===== config.mk =====
export PLATFORM = sky130hd
export DESIGN_NAME = lcd_sequencer
export DESIGN_NICKNAME = d
export VERILOG_FILES = /design/src/rtl/lcd_sequencer.sv
export SDC_FILE = /design/constraint.sdc
export NUM_CORES = 1
export LEC_CHECK = 0
export ABC_AREA = 1
export ABC_CLOCK_PERIOD_IN_PS = 1800
export CAP_MARGIN = 20
export CORE_MARGIN = 2
export CORE_UTILIZATION = 52
export CTS_BUF_LIST = sky130_fd_sc_hd__clkbuf_2
export DETAILED_ROUTE_END_ITERATION = 12
export PLACE_DENSITY = 0.75
export SYNTH_ARGS = -nofsm -noshare
export SYNTH_HDL_FRONTEND = slang
export SYNTH_SLANG_ARGS = --single-unit

===== constraint.sdc =====
create_clock -name CLK -period 1.8 [get_ports CLK]
set_input_delay 0.27 -clock CLK [delete_from_list [all_inputs] [get_ports CLK]]
set_output_delay 0.27 -clock CLK [all_outputs]
set_load 0.01 [all_outputs]

===== src/rtl/lcd_sequencer.sv =====
// lcd_sequencer: powers up an HD44780-style LCD in 4-bit mode, then turns
// host byte writes into high/low nibble transfers for the nibble engine.
// Each nibble carries its own post-strobe settle delay.
// Optional build macro LCD_CURSOR_EN: the init display-control byte becomes
// 0x0F (cursor and blink on) instead of 0x0C.
`timescale 1ns/1ps
module lcd_sequencer #(
  parameter int FREQ       = 50000000,
  parameter int POWERUP_US = 15000,
  parameter int SHORT_US   = 40,
  parameter int LONG_US    = 1640,
  parameter int INIT1_US   = 4100,
  parameter int INIT2_US   = 100
) (
  input  logic        CLK,
  input  logic        RST_N,
  input  logic        wr_req,
  input  logic        wr_rs,
  input  logic [7:0]  wr_data,
  output logic        wr_ready,
  output logic        init_done,
  output logic        tx_send,
  output logic [4:0]  tx_command,
  output logic [20:0] tx_delay,
  input  logic        tx_done
);

  localparam int          T1US      = FREQ / 1000000;
  localparam logic [20:0] PWRUP_CYC = 21'(POWERUP_US * T1US);
  localparam logic [20:0] SHORT_CYC = 21'(SHORT_US * T1US);
  localparam logic [20:0] LONG_CYC  = 21'(LONG_US * T1US);
  localparam logic [20:0] INIT1_CYC = 21'(INIT1_US * T1US);
  localparam logic [20:0] INIT2_CYC = 21'(INIT2_US * T1US);
  localparam logic [3:0]  ROM_LAST  = 4'd11;
`ifdef LCD_CURSOR_EN
  localparam logic [3:0]  DISP_CTRL_LO = 4'hF;
`else
  localparam logic [3:0]  DISP_CTRL_LO = 4'hC;
`endif

  typedef enum logic [2:0] {
    PWRUP, INIT_SEND, INIT_WAIT, IDLE, HI_SEND, HI_WAIT, LO_SEND, LO_WAIT
  } state_t;

  // Init ROM nibble: 8-then-4-bit wake-up, function set, display control,
  // clear, entry mode.
  function automatic logic [3:0] rom_nibble(input logic [3:0] idx);
    case (idx)
      4'd0:    rom_nibble = 4'h3;
      4'd1:    rom_nibble = 4'h3;
      4'd2:    rom_nibble = 4'h3;
      4'd3:    rom_nibble = 4'h2;
      4'd4:    rom_nibble = 4'h2;
      4'd5:    rom_nibble = 4'h8;
      4'd6:    rom_nibble = 4'h0;
      4'd7:    rom_nibble = DISP_CTRL_LO;
      4'd8:    rom_nibble = 4'h0;
      4'd9:    rom_nibble = 4'h1;
      4'd10:   rom_nibble = 4'h0;
      4'd11:   rom_nibble = 4'h6;
      default: rom_nibble = 4'h0;
    endcase
  endfunction

  // Init ROM settle delay in cycles; entry 9 is the clear-display low nibble.
  function automatic logic [20:0] rom_delay(input logic [3:0] idx);
    case (idx)
      4'd0:    rom_delay = INIT1_CYC;
      4'd1:    rom_delay = INIT2_CYC;
      4'd9:    rom_delay = LONG_CYC;
      default: rom_delay = SHORT_CYC;
    endcase
  endfunction

  state_t      state_q, state_d;
  logic [20:0] cnt_q, cnt_d;
  logic [3:0]  idx_q, idx_d;
  logic        rs_q, rs_d;
  logic [7:0]  data_q, data_d;
  logic        wr_ready_q, wr_ready_d;
  logic        init_done_q, init_done_d;
  logic        tx_send_q, tx_send_d;
  logic [4:0]  tx_command_q, tx_command_d;
  logic [20:0] tx_delay_q, tx_delay_d;

  // Next state, then outputs registered from the state being entered so that
  // tx_send is high exactly while the FSM sits in a *_SEND state.
  always_comb begin
    state_d      = state_q;
    cnt_d        = cnt_q;
    idx_d        = idx_q;
    rs_d         = rs_q;
    data_d       = data_q;
    init_done_d  = init_done_q;
    tx_send_d    = 1'b0;
    tx_command_d = tx_command_q;
    tx_delay_d   = tx_delay_q;

    case (state_q)
      PWRUP: begin
        if (cnt_q == (PWRUP_CYC - 21'd1)) begin
          state_d = INIT_SEND;
          idx_d   = 4'd0;
          cnt_d   = 21'd0;
        end else begin
          cnt_d = cnt_q + 21'd1;
        end
      end
      INIT_SEND: state_d = INIT_WAIT;
      INIT_WAIT: begin
        if (tx_done) begin
          if (idx_q == ROM_LAST) begin
            init_done_d = 1'b1;
            state_d     = IDLE;
          end else begin
            idx_d   = idx_q + 4'd1;
            state_d = INIT_SEND;
          end
        end else begin
          state_d = INIT_WAIT;
        end
      end
      IDLE: begin
        if (wr_req && wr_ready_q) begin
          rs_d    = wr_rs;
          data_d  = wr_data;
          state_d = HI_SEND;
        end else begin
          state_d = IDLE;
        end
      end
      HI_SEND: state_d = HI_WAIT;
      HI_WAIT: begin
        if (tx_done) begin
          state_d = LO_SEND;
        end else begin
          state_d = HI_WAIT;
        end
      end
      LO_SEND: state_d = LO_WAIT;
      LO_WAIT: begin
        if (tx_done) begin
          state_d = IDLE;
        end else begin
          state_d = LO_WAIT;
        end
      end
      default: state_d = PWRUP;
    endcase

    wr_ready_d = (state_d == IDLE);

    case (state_d)
      INIT_SEND: begin
        tx_send_d    = 1'b1;
        tx_command_d = {1'b0, rom_nibble(idx_d)};
        tx_delay_d   = rom_delay(idx_d);
      end
      HI_SEND: begin
        tx_send_d    = 1'b1;
        tx_command_d = {rs_d, data_d[7:4]};
        tx_delay_d   = SHORT_CYC;
      end
      LO_SEND: begin
        tx_send_d    = 1'b1;
        tx_command_d = {rs_d, data_d[3:0]};
        // Clear (0x01) and home (0x02/0x03) need the long execution time.
        if (!rs_d && (data_d == 8'h01 || data_d == 8'h02 || data_d == 8'h03)) begin
          tx_delay_d = LONG_CYC;
        end else begin
          tx_delay_d = SHORT_CYC;
        end
      end
      default: begin
        tx_send_d = 1'b0;
      end
    endcase
  end

  // State and output registers with synchronous active-low reset.
  always_ff @(posedge CLK) begin
    if (!RST_N) begin
      state_q      <= PWRUP;
      cnt_q        <= 21'd0;
      idx_q        <= 4'd0;
      rs_q         <= 1'b0;
      data_q       <= 8'h00;
      wr_ready_q   <= 1'b0;
      init_done_q  <= 1'b0;
      tx_send_q    <= 1'b0;
      tx_command_q <= 5'd0;
      tx_delay_q   <= 21'd0;
    end else begin
      state_q      <= state_d;
      cnt_q        <= cnt_d;
      idx_q        <= idx_d;
      rs_q         <= rs_d;
      data_q       <= data_d;
      wr_ready_q   <= wr_ready_d;
      init_done_q  <= init_done_d;
      tx_send_q    <= tx_send_d;
      tx_command_q <= tx_command_d;
      tx_delay_q   <= tx_delay_d;
    end
  end

  assign wr_ready   = wr_ready_q;
  assign init_done  = init_done_q;
  assign tx_send    = tx_send_q;
  assign tx_command = tx_command_q;
  assign tx_delay   = tx_delay_q;

endmodule


---- After elaboration in Yosys (flattened, before gate mapping) ----
Memory sizes are Yosys's and may differ from the RTL's.
Index checks and enable logic that the tools add are counted.
storage, ports and cells
  register bits after elaboration ......... 66
  latch bits .............................. 0
  bits in writable memories ............... 0
  memory bits (read-only) ................. 64
  bits of input ports ..................... 13
  output and inout port bits .............. 29
  memories ................................ 1
operators by class
  add/subtract/negate cells ............... 2
  $mul .................................... 0
  divide/modulo/power cells ............... 0
  order comparisons ....................... 0
  equal/unequal tests ..................... 18
  shifts and indexed selects .............. 0
  multiplexer cells ....................... 21
  bitwise operators ....................... 0
  reduce and logical (&&, ||, !) cells .... 10
memories
  name             depth  width  read ports  clocked after memory_dff  wr ports  line  text
  (no name shown)  16     4      1           0                         0         48    case (idx)
operators by type and width
  cell                                                                      number
  21-bit case mux with 3 select lines                                       1
  18-bit case mux with 3 select lines                                       1
  3-bit case mux with 8 select lines                                        1
  21-bit by 1-bit adder with 21-bit output (second input constant)          1
  21-bit by 20-bit equality test with 1-bit output (second input constant)  1
  21-bit two-way mux                                                        1
  3-bit equality test (second input constant)                               6
  17-bit two-way mux                                                        1
  8-bit by 2-bit equality test with 1-bit output (second input constant)    2
  8-bit two-way mux                                                         2
  5-bit case mux with 3 select lines                                        1
  3-bit two-way mux                                                         4
  4-bit two-way mux                                                         3
  3-bit by 2-bit equality test with 1-bit output (second input constant)    3
  4-bit equality test (second input constant)                               2
  8-bit by 1-bit equality test with 1-bit output (second input constant)    1
  4-bit case mux with 2 select lines                                        1
  3-bit by 1-bit equality test with 1-bit output (second input constant)    2
  4-bit by 1-bit adder with 4-bit output (second input constant)            1
  4-bit by 1-bit equality test with 1-bit output (second input constant)    1
  4-bit logical NOT                                                         1
  2-bit two-way mux                                                         2
  3-bit logical NOT                                                         1
  1-bit two-way mux                                                         3
  6 further kinds                                                           8

---- Longest topological paths before layout ----
  word-level depth ........................ 9
  depth in mapped cells ................... 14
  gate-level depth less buffers ........... 14

---- Worst setup path after synthesis ----
Ideal clock, no wire load.
  path kind ............................... flip-flop to flip-flop
  from .................................... reg idx_q[0]
  to ...................................... reg tx_delay_q[16] (netlist: tx_delay[16])
  setup time .............................. 0.132 ns
  arrival time ............................ 1.567 ns
  data required time ...................... 1.668 ns
  setup slack ............................. 0.101 ns
  cell stages (with the launch flop) ...... 14
  buffers on the path ..................... 0
  period minus slack after synthesis ...... 1.699 ns
  path through ............................ dfxtp_1 > ha_1 > nand3_1 > inv_1 > nor2_4 > nor2_1 > nor2_2 > nand2_1 > nand2_1 > inv_1 > nand2_1 > nand2_1 > nand2_1 > a21oi_2
on the way
  word-level cells in the longest chain between the ends .. 7
  elaborated cells on any way between the ends .. 18
RTL lines
  what                                                                                  line      text
  start: declaration                                                                    77        logic [3:0] idx_q, idx_d;
  start signal: assignment                                                              196       idx_q <= idx_d;
  4-bit by 1-bit adder with 4-bit output / 4-bit equality test (equally long branches)  116, 112
  4-bit two-way mux                                                                     112       if (idx_q == ROM_LAST) begin
  4-bit two-way mux                                                                     111       if (tx_done) begin
  4-bit case mux with 2 select lines                                                    99        case (state_q)
  4-bit equality test, or another cell as far along                                     67        case (idx)
  18-bit case mux with 3 select lines                                                   67
  21-bit case mux with 3 select lines                                                   153       case (state_d)
  end signal: assignment                                                                203       tx_delay_q <= tx_delay_d;
  end: declaration                                                                      84        logic [20:0] tx_delay_q, tx_delay_d;
Parallel ways exist; a longest one is shown, timed or not. The select of a mux whose other input is x is not followed.
A chain may end at the register's enable or synchronous reset.

---- Worst setup path after layout ----
  from .................................... reg cnt_q[17]
  to ...................................... reg tx_command_q[2] (netlist: tx_command[2])
on the way
  word-level cells in the longest chain between the ends .. 5
  elaborated cells on any way between the ends .. 11
RTL lines
  what                                                                                             line  text
  start: declaration                                                                               76    logic [20:0] cnt_q, cnt_d;
  start signal: assignment                                                                         195   cnt_q <= cnt_d;
  21-bit by 20-bit equality test with 1-bit output (*)                                             101   if (cnt_q == (PWRUP_CYC - 21'd1)) begin
  4-bit two-way mux / 3-bit two-way mux (equally long branches)                                    101
  4-bit case mux with 2 select lines / 3-bit case mux with 8 select lines (equally long branches)  99
  memory read 16 x 4 bit, or another cell as far along                                             --
  5-bit case mux with 3 select lines / 3-bit nonzero test (equally long branches)                  --
  end signal: assignment                                                                           202   tx_command_q <= tx_command_d;
  end: declaration                                                                                 83    logic [4:0] tx_command_q, tx_command_d;
Every way passes the cells marked *; elsewhere a longest branch is shown, timed or not.

==> flow_metrics.tcl <==
set metrics [dict create \
    outcome "finished, violations left" \
    violations_in_the_final_reports "negative setup slack" \
    antenna_found_initial 0 \
    synth_seq_area_share_pct 34.5 \
    postPlaceCellArea_mm2 0.00404 \
    num_rows 28 \
    track_usage_pct 26.9 \
    layout_setup_ws_ns -0.169 \
    crit_fanout 6 \
    post-route-cell-area_mm2 0.00449 \
    fp.dieW_um 82.3 \
    timing.critical_path.from_type "flip-flop" \
    cell_pwr_density_mw_per_mm2 450 \
    critical_path.endpoint_type "flip-flop" \
    yosys_reg_bits 55 \
    postSynthAreaPerCell_um2 6.94 \
    first_pass_grt_wire_length_um 14200 \
    cp_data_required_time_ns 2.21 \
    syn_area_mm2 0.00319 \
    place_hpwl_um 6410 \
    detail_route.first_pass.iterations 5 \
    finish.net_count 584 \
    layoutNonFillerInstCount 645 \
    final.period_utilization_pct 109 \
    route.detailed.drc 0 \
    synth-edff-count 0 \
    preCtsSetupSlack_ns -0.371 \
    core_mm2 0.00592 \
    timing_worst_setup_path_type "reg -> reg" \
    layout-drive-gt1-share_pct 36.1 \
    cts.sink_count 55 \
    cap_viol_max_count 0 \
    synthFlopType "sky130_fd_sc_hd__dfxtp_1" \
    initial_utilization_pct 53.9 \
    floorplan.die.height_um 82.3 \
    drt_first_iter_violations 251 \
    largest_net_degree_at_the_start_of_global_routing 19 \
    cts_tree "yes" \
    netlist-cell-type-count 45 \
    worst_ir_drop_vdd_uv 373 \
    slew_violations 0 \
    grt-ovfl-total 0 \
    route.detailed.wl_per_inst_um 14.9 \
    timing.critical_path.arrival_ns 2.38 \
    io_buffers 32 \
    floorplan.die_area_mm2 0.00678 \
    critical_path.cell_chain "nand2_1, inv_1, nand2_1, nor2_2, nand3_4, nand2_4, nand4_1, nand2_2, buf_6, o21ai_2, a31oi_1" \
    critical-path-max-stage-delay_ns 0.40 \
    cts_inserted_buffers 5 \
    antenna_left 0 \
    top_level_ports 42 \
    yosys_warnings 0 \
    number_of_hold_buffers_added_after_cts 0 \
    ys_async_sr_fraction_pct 0 \
    crit_top_cell "sky130_fd_sc_hd__nand2_1" \
    cts.reportedPaths.clkPinSlew_ns 0.30 \
    via_count 3510 \
    postSynthCellCount 460 \
    cts_root_buf "sky130_fd_sc_hd__clkbuf_2" \
    final-setup-viol-count 15 \
    fmax_mhz 508 \
    number_of_global_route_vias_before_repair 3077 \
    place.gp.congestion 0.910 \
    totalWireLength_um 9630 \
    worst_skew_pair.late_latency_ns 0.49 \
    grt_setup_unrepaired "yes" \
    timing.hold.worst.class "in -> reg" \
    power_leakage_nw 1.93 \
    clk_path_buf_depth 2 \
    period_minus_slack_ns 1.97 \
    placed_cells 624 \
    hold_viol_final 0 \
    vias_per_instance 5.44 \
    cts-htree-levels 2 \
    antenna_cells 0 \
    worst_path_cell_with_the_longest_stage_delay "sky130_fd_sc_hd__dfxtp_1" \
    fin_skew_ns 0.0316 \
    layout-area-overhead-vs-synth_pct 40.7 \
]
## per-stage QoR
stage          hold WS (ns)  utilization (%)  power, mW  setup TNS (ns)
4_1_cts               0.455             71.5       2.01               0
3_3_place_gp          0.456             68.2       1.36           -4.06
6_report              0.460             75.9       2.02           -1.18
5_1_grt               0.413             75.9       2.09           -3.18
3_5_place_dp          0.458             68.2       1.36           -5.30
2_1_floorplan         0.422                -       1.32               0
## power by group
group | total, mW | internal (mW) | switching, mW
combinational | 0.118 | 0.0542 | 0.0643
clock | 0.670 | 0.239 | 0.431
sequential | 1.23 | 1.23 | 0.00772
total | 2.02 | 1.52 | 0.503
## Yosys cell counts, types with 3 or more instances
cell type | count | area share [%]
sky130_fd_sc_hd__nor2_4 | 6 | 2.1
sky130_fd_sc_hd__nand3_2 | 7 | 2.2
sky130_fd_sc_hd__inv_2 | 7 | 0.82
sky130_fd_sc_hd__xor2_1 | 3 | 0.82
sky130_fd_sc_hd__nand4_1 | 15 | 2.9
sky130_fd_sc_hd__dfxtp_1 | 55 | 34
sky130_fd_sc_hd__buf_4 | 11 | 2.6
sky130_fd_sc_hd__nor2_2 | 9 | 1.8
sky130_fd_sc_hd__nand3_1 | 27 | 4.2
sky130_fd_sc_hd__o21ai_0 | 10 | 1.6
sky130_fd_sc_hd__buf_2 | 3 | 0.47
sky130_fd_sc_hd__nor4_1 | 6 | 1.2
sky130_fd_sc_hd__nor2_1 | 50 | 5.9
sky130_fd_sc_hd__clkbuf_1 | 3 | 0.35
sky130_fd_sc_hd__inv_1 | 48 | 5.6
sky130_fd_sc_hd__buf_6 | 3 | 1.1
sky130_fd_sc_hd__nand2_1 | 113 | 13
sky130_fd_sc_hd__nand2_2 | 13 | 2.5
sky130_fd_sc_hd__a21oi_1 | 28 | 4.4
sky130_fd_sc_hd__nor3_1 | 9 | 1.4
sky130_fd_sc_hd__or2_2 | 4 | 0.78
## cell families (layout without fill, tap and decap cells)
kind of cell,Yosys count,count (layout),share of synthesized area (%)
simple gates,268,268,42.1
buf+inv,76,178,11.1
flops,55,55,34.5
compound gates,53,53,9.84
xor+xnor,5,5,1.61
fa+ha+maj,2,2,0.784
other cells,1,9,0.117
## critical path: cells and delay by family, from the launching register on
family                 cells  cell delay [ns]
buffers and inverters      2             0.27
flip-flops                 1             0.40
AO/OA/AOI/OAI              2             0.24
AND/OR/NAND/NOR            7             1.00
## cell usage in the layout (no fill, tap or decap), types with 4 or more instances in the layout
cell	n
sky130_fd_sc_hd__dfxtp_1	36
sky130_fd_sc_hd__clkdlybuf4s50_1	32
sky130_fd_sc_hd__clkbuf_2	5
sky130_fd_sc_hd__o21ai_0	7
sky130_fd_sc_hd__nor2_1	42
sky130_fd_sc_hd__buf_4	77
sky130_fd_sc_hd__a21oi_1	23
sky130_fd_sc_hd__nor3_1	7
sky130_fd_sc_hd__nand2_4	5
sky130_fd_sc_hd__nand2_1	105
sky130_fd_sc_hd__a21oi_2	7
sky130_fd_sc_hd__inv_2	8
sky130_fd_sc_hd__nand2_2	18
sky130_fd_sc_hd__nand3_4	5
sky130_fd_sc_hd__conb_1	9
sky130_fd_sc_hd__nand3_2	9
sky130_fd_sc_hd__nand4_1	15
sky130_fd_sc_hd__dfxtp_2	16
sky130_fd_sc_hd__nor2_2	9
sky130_fd_sc_hd__nor2_4	14
sky130_fd_sc_hd__inv_1	45
sky130_fd_sc_hd__nand3_1	21
sky130_fd_sc_hd__or2_2	4
sky130_fd_sc_hd__nor4_2	4
## layer usage
| layer | GRT usage [%] | up-vias | wire [um] |
|---|---|---|---|
| met5 | 0 | - | 0 |
| met2 | 45.8 | 147 | 4680 |
| met3 | 4.13 | 33 | 528 |
| met4 | 6.83 | 0 | 300 |
| met1 | 35.5 | 1633 | 4120 |
| li1 | - | 1697 | - |
## worst paths after layout
| check | cells past startpoint | slack (ns) | to | startpoint |
|---|---|---|---|---|
| worst max-delay path | 11 | -0.17 | tx_command[2]$_SDFFE_PN0P_ | cnt_q[17]$_SDFFE_PN0P_ |
| worst min-delay path | 4 | 0.46 | data_q[2]$_SDFF_PN0_ | wr_data[2] |
| worst max register to register | 11 | -0.17 | tx_command[2]$_SDFFE_PN0P_ | cnt_q[17]$_SDFFE_PN0P_ |
| worst min register to register | 2 | 0.49 | tx_delay[12]$_SDFFE_PN0P_ | tx_delay[12]$_SDFFE_PN0P_ |
## registers in the layout, indices dropped and copies added, names as in the netlist
signal and cells:
tx_delay 10, tx_command 5, wr_ready 1, rs_q 1, idx_q 4, tx_send 1, data_q 8, state_q 3
cnt_q 21, init_done 1
## area by class of cell
class	count	area (um^2)
inverter	56	215
clock inverter	3	46.3
fill	400	1430
sequential	55	1130
multi-input combinational	337	2010
tap	75	93.8
timing repair buffer	114	972
clock buffer	5	25.0
## repair_timing
item | 4_1_cts | 5_1_grt
endpoints found under the setup margin | 18 | 28
buffers inserted | 4 | 9
gates resized for setup | 30 | 56
pin swaps | 9 | 20
No activity file was read; power rests on OpenSTA's default activity.
